**config.mk**
```make
export PLATFORM = sky130hd
export DESIGN_NAME = axi_fifo_wr_arb_flat
export DESIGN_NICKNAME = d
export VERILOG_FILES = /design/src/rtl/axi_fifo_wr_arb_if.sv /design/src/rtl/axi_fifo_wr_arb.sv /design/src/flat_wrapper.sv
export SDC_FILE = /design/constraint.sdc
export NUM_CORES = 1
export LEC_CHECK = 0
export CORE_ASPECT_RATIO = 0.7
export CORE_UTILIZATION = 43
export CTS_CLUSTER_DIAMETER = 50
export DETAILED_ROUTE_END_ITERATION = 8
export GPL_ROUTABILITY_DRIVEN = 0
export PLACE_DENSITY = 0.89
export REMOVE_ABC_BUFFERS = 1
export SYNTH_ARGS = -nofsm -noshare
export SYNTH_HDL_FRONTEND = slang
export SYNTH_SLANG_ARGS = --single-unit
```
**constraint.sdc**
```tcl
create_clock -name clk -period 4.33 [get_ports clk]
set_clock_uncertainty 0.1 [all_clocks]
set_input_delay 0.866 -clock clk [delete_from_list [all_inputs] [get_ports clk]]
set_output_delay 0.866 -clock clk [all_outputs]
set_load 0.05 [all_outputs]
```
**src/rtl/axi_fifo_wr_arb_if.sv**
```systemverilog
// Bundle between the write arbiter, its requesters and the downstream axi_fifo write port.
// master is the arbiter side; slave is the requester/FIFO side.
interface axi_fifo_wr_arb_if #(
    parameter int NREQ = 4,
    parameter int DW   = 8
);
    localparam int IW = $clog2(NREQ);

    logic [NREQ*DW-1:0] req_wdata;
    logic [NREQ-1:0]    req_wvalid;
    logic [NREQ-1:0]    req_wready;
    logic [DW-1:0]      wdata;
    logic               wvalid;
    logic               wready;
    logic [IW-1:0]      wid;
    logic [IW-1:0]      grant_id;
    logic               burst_active;

    modport master (
        input  req_wdata, req_wvalid, wready,
        output req_wready, wdata, wvalid, wid, grant_id, burst_active
    );

    modport slave (
        output req_wdata, req_wvalid, wready,
        input  req_wready, wdata, wvalid, wid, grant_id, burst_active
    );
endinterface

```
**src/rtl/axi_fifo_wr_arb.sv**
```systemverilog
// Round-robin burst arbiter feeding axi_fifo through a one-entry output register; 2-cycle request-to-FIFO latency.
// Requester ready is the output slot being free (!wvalid || wready), so FIFO backpressure stalls the grant combinationally.
module axi_fifo_wr_arb #(
    parameter int NREQ      = 4,
    parameter int DW        = 8,
    parameter int MAX_BURST = 4
) (
    input  logic               clk,
    input  logic               reset,
    axi_fifo_wr_arb_if.master  bus
);
    localparam int IW = $clog2(NREQ);
    localparam int CW = $clog2(MAX_BURST + 1);

    typedef enum logic {IDLE, BURST} state_t;

    state_t          state_q, state_d;
    logic [IW-1:0]   grant_q, grant_d;
    logic [IW-1:0]   rr_ptr_q, rr_ptr_d;
    logic [CW-1:0]   beat_cnt_q, beat_cnt_d;
    logic [DW-1:0]   wdata_q, wdata_d;
    logic            wvalid_q, wvalid_d;
    logic [IW-1:0]   wid_q, wid_d;

    logic [DW-1:0]   req_dat [NREQ];
    logic [NREQ-1:0] req_wready_c;
    logic            slot_free;
    logic            load;
    logic [IW-1:0]   next_ptr;
    logic [IW-1:0]   pick;
    logic [IW-1:0]   idx;
    logic            found;

    always_comb begin
        for (int i = 0; i < NREQ; i++) begin
            req_dat[i] = bus.req_wdata[i*DW +: DW];
        end

        // first valid requester at or above rr_ptr, wrapping modulo NREQ
        pick  = '0;
        found = 1'b0;
        idx   = '0;
        for (int i = 0; i < NREQ; i++) begin
            idx = IW'((int'(rr_ptr_q) + i) % NREQ);
            if (!found && bus.req_wvalid[idx]) begin
                found = 1'b1;
                pick  = idx;
            end
        end

        slot_free    = !wvalid_q || bus.wready;
        next_ptr     = (grant_q == IW'(NREQ - 1)) ? '0 : grant_q + IW'(1);
        req_wready_c = '0;
        load         = 1'b0;
        state_d      = state_q;
        grant_d      = grant_q;
        rr_ptr_d     = rr_ptr_q;
        beat_cnt_d   = beat_cnt_q;

        case (state_q)
            IDLE: begin
                if (found) begin
                    grant_d    = pick;
                    beat_cnt_d = '0;
                    state_d    = BURST;
                end
            end
            BURST: begin
                if (slot_free) begin
                    req_wready_c[grant_q] = 1'b1;
                    if (bus.req_wvalid[grant_q]) begin
                        load       = 1'b1;
                        beat_cnt_d = beat_cnt_q + CW'(1);
                        if (beat_cnt_q == CW'(MAX_BURST - 1)) begin
                            state_d  = IDLE;
                            rr_ptr_d = next_ptr;
                        end
                    end else begin
                        // requester went quiet: release the channel without losing a beat
                        state_d  = IDLE;
                        rr_ptr_d = next_ptr;
                    end
                end
            end
            default: state_d = IDLE;
        endcase

        wdata_d  = wdata_q;
        wvalid_d = wvalid_q;
        wid_d    = wid_q;
        if (load) begin
            wdata_d  = req_dat[grant_q];
            wvalid_d = 1'b1;
            wid_d    = grant_q;
        end else if (wvalid_q && bus.wready) begin
            wvalid_d = 1'b0;
        end
    end

    always_ff @(posedge clk or negedge reset) begin
        if (!reset) begin
            state_q    <= IDLE;
            grant_q    <= '0;
            rr_ptr_q   <= '0;
            beat_cnt_q <= '0;
            wdata_q    <= '0;
            wvalid_q   <= 1'b0;
            wid_q      <= '0;
        end else begin
            state_q    <= state_d;
            grant_q    <= grant_d;
            rr_ptr_q   <= rr_ptr_d;
            beat_cnt_q <= beat_cnt_d;
            wdata_q    <= wdata_d;
            wvalid_q   <= wvalid_d;
            wid_q      <= wid_d;
        end
    end

    assign bus.req_wready   = req_wready_c;
    assign bus.wdata        = wdata_q;
    assign bus.wvalid       = wvalid_q;
    assign bus.wid          = wid_q;
    assign bus.grant_id     = grant_q;
    assign bus.burst_active = (state_q == BURST);
endmodule
```
**src/flat_wrapper.sv**
```systemverilog
// flat-port wrapper written by rule: the top's interface ports become plain ports
module axi_fifo_wr_arb_flat 
#(
    parameter int NREQ      = 4,
    parameter int DW        = 8,
    parameter int MAX_BURST = 4
)
  (clk, reset, bus_req_wdata, bus_req_wvalid, bus_wready, bus_req_wready, bus_wdata, bus_wvalid, bus_wid, bus_grant_id, bus_burst_active);
  axi_fifo_wr_arb_if #(.NREQ(NREQ), .DW(DW)) bus_i ();
  input  logic clk;
  input  logic reset;
  input wire logic [$bits(bus_i.req_wdata)-1:0] bus_req_wdata;
  input wire logic [$bits(bus_i.req_wvalid)-1:0] bus_req_wvalid;
  input wire logic [$bits(bus_i.wready)-1:0] bus_wready;
  output wire logic [$bits(bus_i.req_wready)-1:0] bus_req_wready;
  output wire logic [$bits(bus_i.wdata)-1:0] bus_wdata;
  output wire logic [$bits(bus_i.wvalid)-1:0] bus_wvalid;
  output wire logic [$bits(bus_i.wid)-1:0] bus_wid;
  output wire logic [$bits(bus_i.grant_id)-1:0] bus_grant_id;
  output wire logic [$bits(bus_i.burst_active)-1:0] bus_burst_active;
  assign bus_i.req_wdata = bus_req_wdata;
  assign bus_i.req_wvalid = bus_req_wvalid;
  assign bus_i.wready = bus_wready;
  assign bus_req_wready = bus_i.req_wready;
  assign bus_wdata = bus_i.wdata;
  assign bus_wvalid = bus_i.wvalid;
  assign bus_wid = bus_i.wid;
  assign bus_grant_id = bus_i.grant_id;
  assign bus_burst_active = bus_i.burst_active;
  axi_fifo_wr_arb #(.NREQ(NREQ), .DW(DW), .MAX_BURST(MAX_BURST)) u_core (.clk(clk), .reset(reset), .bus(bus_i));
endmodule
```
==> Yosys cells after proc, flatten, opt, wreduce, memory -nomap -nowiden <==
Cells that the tools add are included.
{ "totals": {"ff_bits": 19, "input_bits": 39, "out_inout_bits": 18, "word_cells": 83} }
{ "classes": {"n_addsub": 5, "n_lt_le_gt_ge": 7, "n_eq_ne": 6, "muxes": 42, "bitwise_logic": 2, "reduce_logical": 14} }
{ "ops": {"columns": ["cell", "count"], "rows": [
  ["$mux W1", 19],
  ["$bmux W8 S2", 1],
  ["$mux W8", 2],
  ["$lt A2 B3 Y1 const B", 5],
  ["$mux W2", 7],
  ["$bmux W1 S2", 5],
  ["$mux W3", 3],
  ["$mux W4", 2],
  ["$ne A2 B2 Y1 const B", 3],
  ["$pmux W3 S2", 1],
  ["$reduce_and A3 Y1", 2],
  ["$logic_and A1 B1 Y1", 5],
  ["$add A2 B1 Y2 const B", 2],
  ["$add A2 B2 Y2 const B", 2],
  ["$logic_not A1 Y1", 4],
  ["$add A3 B1 Y3 const B", 1],
  ["$eq A3 B2 Y1 const B", 1],
  ["$ge A3 B3 Y1 const B", 1],
  ["$not A2 Y3", 1],
  ["$demux W1 S2", 1],
  ["$eq A2 B2 Y1 const B", 1],
  ["$ge A2 B1 Y1 const B", 1],
  ["$ne A2 B1 Y1 const B", 1],
  ["$pmux W1 S2", 1],
  ["4 further kinds", 4]
]} }

==> Longest topological paths before layout <==
Gate-level depths: netlist of the first run.
{ "depth": {"depth_word": 14, "depth_mapped": 5, "mapped_depth_nobuf": 5} }

==> Worst setup path after synthesis of the first run <==
OpenSTA, ideal clock, no wires.
{ "synth_timing": {"path_type": "reg2out", "start": "register u_core.grant_q[0], in the netlist u_core.bus.grant_id[0]", "end": "output port bus_req_wready[0]", "arrival_time_ps": 1691, "required_ps": 3364, "setup_slack_ps": 1673, "path_stages_with_launch": 5, "path_buffers": 1, "path_cell_list": "dfrtp_1 -> buf_2 -> inv_1 -> ha_1 -> and3_1"} }
{ "synth_via": {"elab_chain_cells": 6, "word_cells_on_any_way": 7, "cone_classes": "2 x order compare; 4 x mux; 1 x reduce/logical"} }
{ "synth_rtl": {"columns": ["element", "line_no", "rtl"], "rows": [
  ["from (decl)", "axi_fifo_wr_arb.sv:18", "logic [IW-1:0] grant_q, grant_d;"],
  ["from (signal assigned)", "axi_fifo_wr_arb.sv:111", "grant_q <= grant_d;"],
  ["$lt A2 B3 Y1 (implied by the code) / $ge A2 B1 Y1 (equally long branches)", "axi_fifo_wr_arb.sv:70", "req_wready_c[grant_q] = 1'b1;"],
  ["$logic_and A1 B1 Y1 (implied by the code)", "axi_fifo_wr_arb.sv:70", null],
  ["$mux W1 (implied by the code)", "axi_fifo_wr_arb.sv:70", null],
  ["$demux W1 S2 *", null, null],
  ["$mux W4 *", "axi_fifo_wr_arb.sv:69", "if (slot_free) begin"],
  ["$mux W4 *", "axi_fifo_wr_arb.sv:60", "case (state_q)"],
  ["to (decl)", "flat_wrapper.sv:15", "output wire logic [$bits(bus_i.req_wready)-1:0] bus_req_wready;"]
]} }
Every way passes the cells marked *; elsewhere a longest branch is shown, timed or not.

==> Worst setup path in the final report of the first run <==
{ "layout_timing": {"start": "input port bus_wready", "end": "output port bus_req_wready[3]"} }
{ "layout_via": {"elab_chain_cells": 3} }
{ "layout_rtl": {"columns": ["element", "line_no", "rtl"], "rows": [
  ["from (decl)", "flat_wrapper.sv:14", "input wire logic [$bits(bus_i.wready)-1:0] bus_wready;"],
  ["$logic_or A1 B1 Y1", "axi_fifo_wr_arb.sv:51", "slot_free = !wvalid_q || bus.wready;"],
  ["$mux W4", "axi_fifo_wr_arb.sv:69", null],
  ["$mux W4", "axi_fifo_wr_arb.sv:60", null]
]} }
Every way passes these cells.

==> impl_metrics.yaml, run 1 <==
hold_path:
  min_from: "u_core.bus.wid[1]$_DFFE_PN0P_"
  min_path_type: "reg -> reg"
synth:
  synth_top_family_by_area: "multiplexers"
  synth-simple-area-share_pct: 12.98
  ys_seq_area_share_pct: 40.77
  synthCells: 96
  yosysUniqueCellTypes: 28
  yosysWarnings: 0
  synth_seq_cells: 19
  postSynthAreaPerCell_um2: 12.15
  synth_compound_area_share_pct: 7.940
  synth_adder_area_share_pct: 6.438
  syn_area_um2: 1166
  synth_mux_area_share_pct: 27.90
  synth_xor_area_share_pct: 0
pwr:
  powerDensity_nw_per_um2: 747.4
  leakagePower_nw: 0.7475
  power_mw: 1.345
  peakVddDrop_v: 0.0003489
clocking:
  hold_buffers: 0
  cts_num_sinks: 19
  clock_latency_ns: 0.26
  cts_made_buffers: 3
  cts_resized: 0
  tritoncts: "done"
  htree_levels: 1
  clkTransAtPathRegs_ns: 0.08
  post_cts_buffers: 0
  root_buffer: "clkbuf_8"
  cts_buffer_depth: 2
setup_path:
  critPathKind: "in -> out"
  crit_arrival_ns: 2.56
  startpoint: "bus_wready"
  critPathMaxStageDelay_ns: 0.81
  critPathMostFrequentCell: "clkdlybuf4s50_1"
  required_ns: 3.36
  slowest_stage: "clkdlybuf4s50_1"
  path_buf_inv: 2
  path_cells: "clkdlybuf4s50_1 > nand2b_1 > and3_1 > clkdlybuf4s50_1"
  path_delay_family: "buffers and inverters"
  cp-end-kind: "output pin"
  critical_path_peak_fanout: 7
  start_kind: "input pin"
  r2r-start: "u_core.bus.grant_id[0]$_DFFE_PN0P_"
floorplanning:
  die_h_um: 45.57
  dieArea_um2: 2927
  die_width_um: 64.24
  fp-row-count: 15
  pin_count: 57
  start_util_pct: 46.37
  core_um2: 2515
routing:
  viasPerCell: 5.513
  drc: 0
  routed_wl_mm: 2.862
  drtAntennaViolNets: 0
  drt-initial-drc-count: 36
  dr.pass1.iters: 4
  via_count: 1031
  wire_per_inst_um: 15.30
sta:
  setup_viol: 0
  tns_ns: 0
  finalHoldViolations: 0
  min_period_ns: 3.530
  min_period_over_period_pct: 81.52
  slew_headroom_pct: 40.31
  rsz0062_at_grt: "false"
  maxSlewViolCount: 0
  tightest_slew_ns: 0.8926
  whs_ns: 0.3828
  fmax_mhz: 283.3
grt:
  grt_pass1_vias: 1073
  grt_use_total_pct: 21.69
  antenna_found_initial: 0
  grt_start_max_net_pins: 20
  grt_pass1_wl_mm: 4.643
  grt-ovfl-total: 0
placed_design:
  hpwl_mm: 2.156
  portBuffers: 56
  place_area_um2: 1753
layout:
  fill_cells: 185
  syn_to_final_growth_pct: 54.29
  nNetsFinal: 199
  final_area_um2: 1799
  fin_util_pct: 71.54
  num_antenna_cells: 0
  drive_gt1_share_pct: 16.99
  layout_commonest_cell: "clkdlybuf4s50_1"
  final_cell_mix: "clkdlybuf4s50_1, dfrtp_1, mux2_2, mux4_2, nand2_1"
outcome:
  outcome: "completed"
job:
  maxCapViolations: 0
==> routing by layer <==
metal	share of wire (%)	global-route usage, %	wire length (um)	up-vias
met1	39	23.41	1130	497
met4	2.4	11.56	70	0
met5	0	0	0	-
met2	51	40.00	1465	49
li1	-	-	-	476
met3	6.8	6.000	194	9
==> sequential cells by signal, indices dropped and copies added (netlist names) <==
signal                   flops
u_core.bus.wid               2
u_core.bus.grant_id          2
u_core.rr_ptr_q              2
u_core.bus.wvalid            1
u_core.bus.burst_active      1
u_core.bus.wdata             8
u_core.beat_cnt_q            3
==> through the flow <==
| step | worst slack, ns | cells |
|---|---|---|
| 2_1_floorplan | 1.643 | 92 |
| 3_3_place_gp | 0.8128 | 183 |
| 3_5_place_dp | 0.7965 | 183 |
| 4_1_cts | 0.7954 | 187 |
| 5_1_grt | 0.7271 | 187 |
| 6_report | 0.8001 | 187 |
==> area by class of cell <==
class | instances | area [um^2] | share of cell area (%)
multi-input combinational | 67 | 644.4 | 35.81
inverter | 6 | 22.52 | 1.252
tap | 34 | 42.54 | 2.364
clock buffer | 3 | 41.29 | 2.295
clock inverter | 1 | 5.005 | 0.2782
sequential | 19 | 475.5 | 26.43
timing repair buffer | 57 | 568.0 | 31.57
==> logic make-up (layout without fill, tap and decap cells) <==
group,Yosys count,in the layout
simple gates,26,26
mux,20,20
flops,19,19
compound gates,15,15
buf+inv,10,67
fa+ha+maj,6,6
==> tightest hold or removal path: cells and delay by family, from the launching register on <==
kind | cells | cell delay (ns)
AOI/OAI and AO/OA | 1 | 0.06
DFF | 1 | 0.35
and+or+nand+nor | 1 | 0.04
==> report_power, final <==
part | leakage (nW) | internal, mW | total, mW | switching (mW)
logic | 0.492 | 0.373 | 0.861 | 0.488
clock network | 0.0255 | 0.0641 | 0.128 | 0.0638
registers | 0.230 | 0.263 | 0.356 | 0.0931
==> Yosys cell counts <==
library cell   n  area [um^2]
a211oi_1       1        7.510
a21oi_1        3        15.01
a311o_1        1        10.01
a31oi_1        1        6.260
and3_1         5        31.28
buf_2          1        5.000
buf_6          1        11.26
clkbuf_1       2        7.510
dfrtp_1       19        475.5
ha_1           6        75.07
inv_1          6        22.52
mux2_2        10        112.6
mux2i_1        1        10.01
mux4_2         9        202.7
nand2_1        8        30.03
nand2b_1       4        25.02
nand3_1        2        10.01
nand3_4        1        17.52
nor2_1         1        3.750
nor2b_1        1        6.260
nor3_1         1        5.000
nor4_1         1        6.260
nor4bb_1       1        10.01
o21ai_0        6        30.03
o21ai_1        1        5.000
o311a_1        1        10.01
o32ai_1        1        8.760
or2_2          1        6.260
==> worst paths after layout <==
check / end / slack, ns / cells past startpoint
min: u_core.bus.wid[1]$_DFFE_PN0P_ / 0.38 / 2
min in group asynchronous: u_core.rr_ptr_q[0]$_DFFE_PN0P_ / 1.01 / 1
max reg2reg: u_core.rr_ptr_q[1]$_DFFE_PN0P_ / 2.07 / 4
min reg2reg: u_core.bus.wid[1]$_DFFE_PN0P_ / 0.38 / 2
max in group asynchronous: u_core.bus.wdata[5]$_DFFE_PN0P_ / 2.58 / 1
max: bus_req_wready[3] / 0.80 / 4
Note: power is estimated with default switching activity, not from simulation.
==> run 2, diff against run 1 <==
Settings changed: CORE_UTILIZATION 43 to 40, PLACE_DENSITY 0.89 to 0.84.
Clock period 4.33 ns to 3.5 ns, I/O delays scaled along.
==> run 2 against run 1 <==
  * Non-clock buffer count rose by 1
  * Largest cell class unchanged
  * Via count fell by 1.1%
  * Register-to-register slack got worse by 0.64 ns
  * Global-route usage fell by 1.2 points
  * Critical path depth did not move
  * Die area rose by 7.2%
  * Utilization fell by 2.7 points
==> impl_metrics.yaml, run 2 (synthesis gave the netlist of run 1 again) <==
outcome:
  outcome: "completed"
clocking:
  hold_buffers: 0
  post_cts_buffers: 0
  clkTransAtPathRegs_ns: 0.07
  cts_made_buffers: 3
  root_buffer: "clkbuf_8"
  tritoncts: "done"
  cts_resized: 0
  htree_levels: 1
  clock_latency_ns: 0.26
  cts_buffer_depth: 2
  cts_num_sinks: 19
setup_path:
  critPathKind: "in -> out"
  r2r_cells: 3
  required_ns: 2.70
  reg2reg_slack_ns: 1.43
  crit_arrival_ns: 1.87
  start_kind: "input pin"
  r2r_end: "u_core.rr_ptr_q[1]$_DFFE_PN0P_"
  critical_path_peak_fanout: 7
  cp-end-kind: "output pin"
  r2r-start: "u_core.bus.grant_id[0]$_DFFE_PN0P_"
job:
  maxCapViolations: 0
sta:
  min_period_ns: 2.668
  tns_ns: 0
  rsz0062_at_grt: "false"
  whs_ns: 0.4069
  setup_viol: 0
  tightest_slew_ns: 0.8936
  finalHoldViolations: 0
  min_period_over_period_pct: 76.23
  maxSlewViolCount: 0
  slew_headroom_pct: 40.24
  fmax_mhz: 374.8
hold_path:
  hold_depth: 1
  min_from: "u_core.bus.wdata[7]$_DFFE_PN0P_"
  hold_path_end: "u_core.bus.wdata[7]$_DFFE_PN0P_"
  min_path_type: "reg -> reg"
grt:
  grt-ovfl-total: 0
  grt_pass1_vias: 1016
  grt_start_max_net_pins: 20
  antenna_found_initial: 0
  grt_use_total_pct: 20.48
  grt_pass1_wl_mm: 4.602
layout:
  largest_register_ffs: 8
  drive_gt1_share_pct: 20.13
  syn_to_final_growth_pct: 54.08
  final_cell_mix: "clkdlybuf4s50_1, dfrtp_1, mux2_2, mux4_2, nand2_1"
  final_area_um2: 1797
  fill_cells: 194
  regArea_um2: 475.5
  layout_commonest_cell: "clkdlybuf4s50_1"
  num_antenna_cells: 0
  nNetsFinal: 200
  multi_input_area_um2: 644.4
floorplanning:
  die_width_um: 66.54
  pin_count: 57
  die_h_um: 47.18
  fp-row-count: 15
  start_util_pct: 44.70
  core_um2: 2609
  dieArea_um2: 3139
routing:
  dr.pass1.iters: 4
  wire_per_inst_um: 15.94
  via_count: 1020
  drtAntennaViolNets: 0
  routed_wl_mm: 2.997
  drt-initial-drc-count: 67
  viasPerCell: 5.426
  drc: 0
pwr:
  peakVddDrop_v: 0.0005005
  leakagePower_nw: 0.7595
  powerDensity_nw_per_um2: 925.8
placed_design:
  portBuffers: 56
  place_area_um2: 1750
run 2: cell types whose count changed in the layout (fill, tap and decap cells not counted), sizes merged:
cell / previous run / this run
clkdlybuf4s50: 56 / 52
buf: 1 / 6
run 2: routing by layer:
layer / wire (um) / part of all wire [%] / vias up / track usage, %
met4: 16 / 0.53 / 0 / 2.553
met1: 1120 / 37 / 510 / 22.74
li1: - / - / 472 / -
met3: 137 / 4.6 / 4 / 6.796
met2: 1723 / 57 / 34 / 40.20
met5: 0 / 0 / - / 0
run 2: where the power goes:
| group | switching [mW] | internal, mW | total [mW] |
|---|---|---|---|
| Combinational | 0.619 | 0.460 | 1.08 |
| Clock | 0.0787 | 0.0793 | 0.158 |
| Sequential | 0.101 | 0.325 | 0.426 |
| Total | 0.798 | 0.865 | 1.66 |
run 2: worst max path at each step:
stage / start / end / cells after the start
after CTS: bus_wready / bus_req_wready[3] / 4
final: bus_wready / bus_req_wready[3] / 4
after detailed placement: bus_wready / bus_req_wready[3] / 4
after global routing: bus_wready / bus_req_wready[3] / 4
after global placement: bus_wready / bus_req_wready[3] / 4
after floorplan: u_core.bus.grant_id[0]$_DFFE_PN0P_ / bus_req_wready[3] / 2
run 2: final cells by class:
type | count | area share (%)
multi-input cells | 67 | 35.86
repair buffers | 58 | 31.48
clock buffers | 3 | 2.298
flip-flops and latches | 19 | 26.46
well taps | 34 | 2.368
inverters | 6 | 1.253
clock inverters | 1 | 0.2786
run 2: stage by stage:
step	power, mW	setup WS, ns	util (%)	std cells
floorplan	1.155	0.9789	-	92
global placement	1.482	0.9012	67.10	184
detailed placement	1.517	0.8374	67.10	184
CTS	1.677	0.8295	68.87	188
global route	1.765	0.7610	68.87	188
finish	1.663	0.8320	68.87	188
run 2: worst max-delay path, cell delays in order:
cell	delay [ns]
clkdlybuf4s50_1	0.45
nand2b_1	0.30
and3_1	0.22
buf_4	0.20
==> run 3, diff against run 2 <==
Clock period 3.5 ns to 2.6 ns, I/O delays scaled along.
==> run 3 against run 2 <==
  * Utilization increased by 2.4 points
  * Sequential power increased by 32%
  * Clock-buffer cell count increased by 1
  * Global-route usage rose by 0.39 points
  * First-iteration DRC count fell by 54%
  * Largest power group unchanged
  * Critical path type unchanged
  * Largest cell class unchanged
  * Non-clock buffer count is 2 higher
  * Sequential share of layout area down 0.87 points
==> impl_metrics.yaml, run 3 (synthesis gave the netlist of run 1 again) <==
clocking:
  cts_resized: 0
  cts_buffer_depth: 2
  tritoncts: "done"
  clock_latency_ns: 0.25
  root_buffer: "clkbuf_8"
  htree_levels: 1
  cts_num_sinks: 19
  clkTransAtPathRegs_ns: 0.07
  cts_made_buffers: 3
  post_cts_buffers: 0
  hold_buffers: 0
routing:
  dr.pass1.iters: 4
  drtAntennaViolNets: 0
  via_count: 1017
  drc: 0
  viasPerCell: 5.353
  drt-initial-drc-count: 31
  wire_per_inst_um: 15.56
  routed_wl_mm: 2.956
grt:
  grt_pass1_wl_mm: 4.698
  grt_use_total_pct: 20.87
  grt_pass1_vias: 1086
  grt_start_max_net_pins: 20
  antenna_found_initial: 0
  grt-ovfl-total: 0
sta:
  maxSlewViolCount: 0
  min_period_over_period_pct: 87.45
  fmax_mhz: 439.8
  finalHoldViolations: 0
  tns_ns: 0
  min_period_ns: 2.274
  slew_headroom_pct: 63.02
  setup_viol: 0
  rsz0062_at_grt: "false"
  tightest_slew_ns: 0.5496
  setup_ws_ns: 0.3263
floorplanning:
  start_util_pct: 44.70
  die_h_um: 47.18
  core_um2: 2609
  pin_count: 57
  dieArea_um2: 3139
  die_width_um: 66.54
  fp-row-count: 15
layout:
  drive_gt1_share_pct: 21.15
  layout_commonest_cell: "clkdlybuf4s50_1"
  nNetsFinal: 202
  final_area_um2: 1858
  num_antenna_cells: 0
  fill_cells: 171
  largest_register_ffs: 8
  final_cell_mix: "clkdlybuf4s50_1, dfrtp_1, mux2_2, mux4_2, nand2_1"
  fin_util_pct: 71.22
  syn_to_final_growth_pct: 59.33
pwr:
  leakagePower_nw: 0.7804
  powerDensity_nw_per_um2: 1242
  peakVddDrop_v: 0.0005646
  power_mw: 2.307
hold_path:
  min_path_type: "reg -> reg"
setup_path:
  crit_arrival_ns: 1.65
  critPathKind: "in -> out"
  required_ns: 1.98
  start_kind: "input pin"
  critical_path_peak_fanout: 7
  reg2reg_slack_ns: 0.81
  cp-end-kind: "output pin"
job:
  maxCapViolations: 0
placed_design:
  portBuffers: 56
  pre_cts_ws_ns: 0.1309
  hpwl_mm: 2.384
  place_area_um2: 1813
outcome:
  outcome: "completed"
==> run 3: cell types whose count changed in the layout (fill, tap and decap cells not counted), sizes merged <==
| cell | before | now |
|---|---|---|
| buf | 6 | 9 |
| clkdlybuf4s50 | 52 | 51 |
| clkinv | 1 | 0 |
| clkbuf | 3 | 4 |
==> run 3: area by class of cell <==
type                            instances  area [um^2]  share of cell area [%]
Sequential cell                        19        475.5                   25.59
Timing Repair Buffer                   60        628.1                   33.80
Tap cell                               34        42.54                   2.290
Clock buffer                            4        45.04                   2.424
Inverter                                6        22.52                   1.212
Multi-Input combinational cell         67        644.4                   34.68
==> run 3: worst max-delay path, stage by stage <==
cell and delay, ns:
clkdlybuf4s50_1 0.44, nand2b_1 0.28, and3_1 0.26, buf_12 0.15
==> run 3: worst paths after layout <==
check / from / to / cells after the start
worst max-delay path: bus_wready / bus_req_wready[3] / 4
max in group asynchronous: reset / u_core.bus.grant_id[0]$_DFFE_PN0P_ / 2
worst min-delay path: u_core.bus.wdata[3]$_DFFE_PN0P_ / u_core.bus.wdata[3]$_DFFE_PN0P_ / 1
worst min register to register: u_core.bus.wdata[3]$_DFFE_PN0P_ / u_core.bus.wdata[3]$_DFFE_PN0P_ / 1
worst max register to register: u_core.bus.grant_id[0]$_DFFE_PN0P_ / u_core.rr_ptr_q[0]$_DFFE_PN0P_ / 3
min in group asynchronous: reset / u_core.bus.wid[0]$_DFFE_PN0P_ / 2
==> run 3: metrics by stage <==
step                      cells  hold WS [ns]
after global placement      186        0.3643
after CTS                   190        0.4073
final                       190        0.4082
after global routing        190        0.4307
after floorplan              92        0.1244
after detailed placement    186        0.3944
==> run 3: metal layers <==
layer,vias up,routed length [um],global-route usage [%]
met2,35,1631,39.59
met4,0,34,5.957
met3,5,154,6.553
li1,483,-,-
met1,494,1136,23.23
met5,-,0,0
==> run 3: where the power goes <==
part | total [mW] | switching, mW | internal (mW)
Sequential | 0.562 | 0.123 | 0.439
Combinational | 1.54 | 0.864 | 0.680
Clock | 0.202 | 0.0934 | 0.109
Total | 2.31 | 1.08 | 1.23
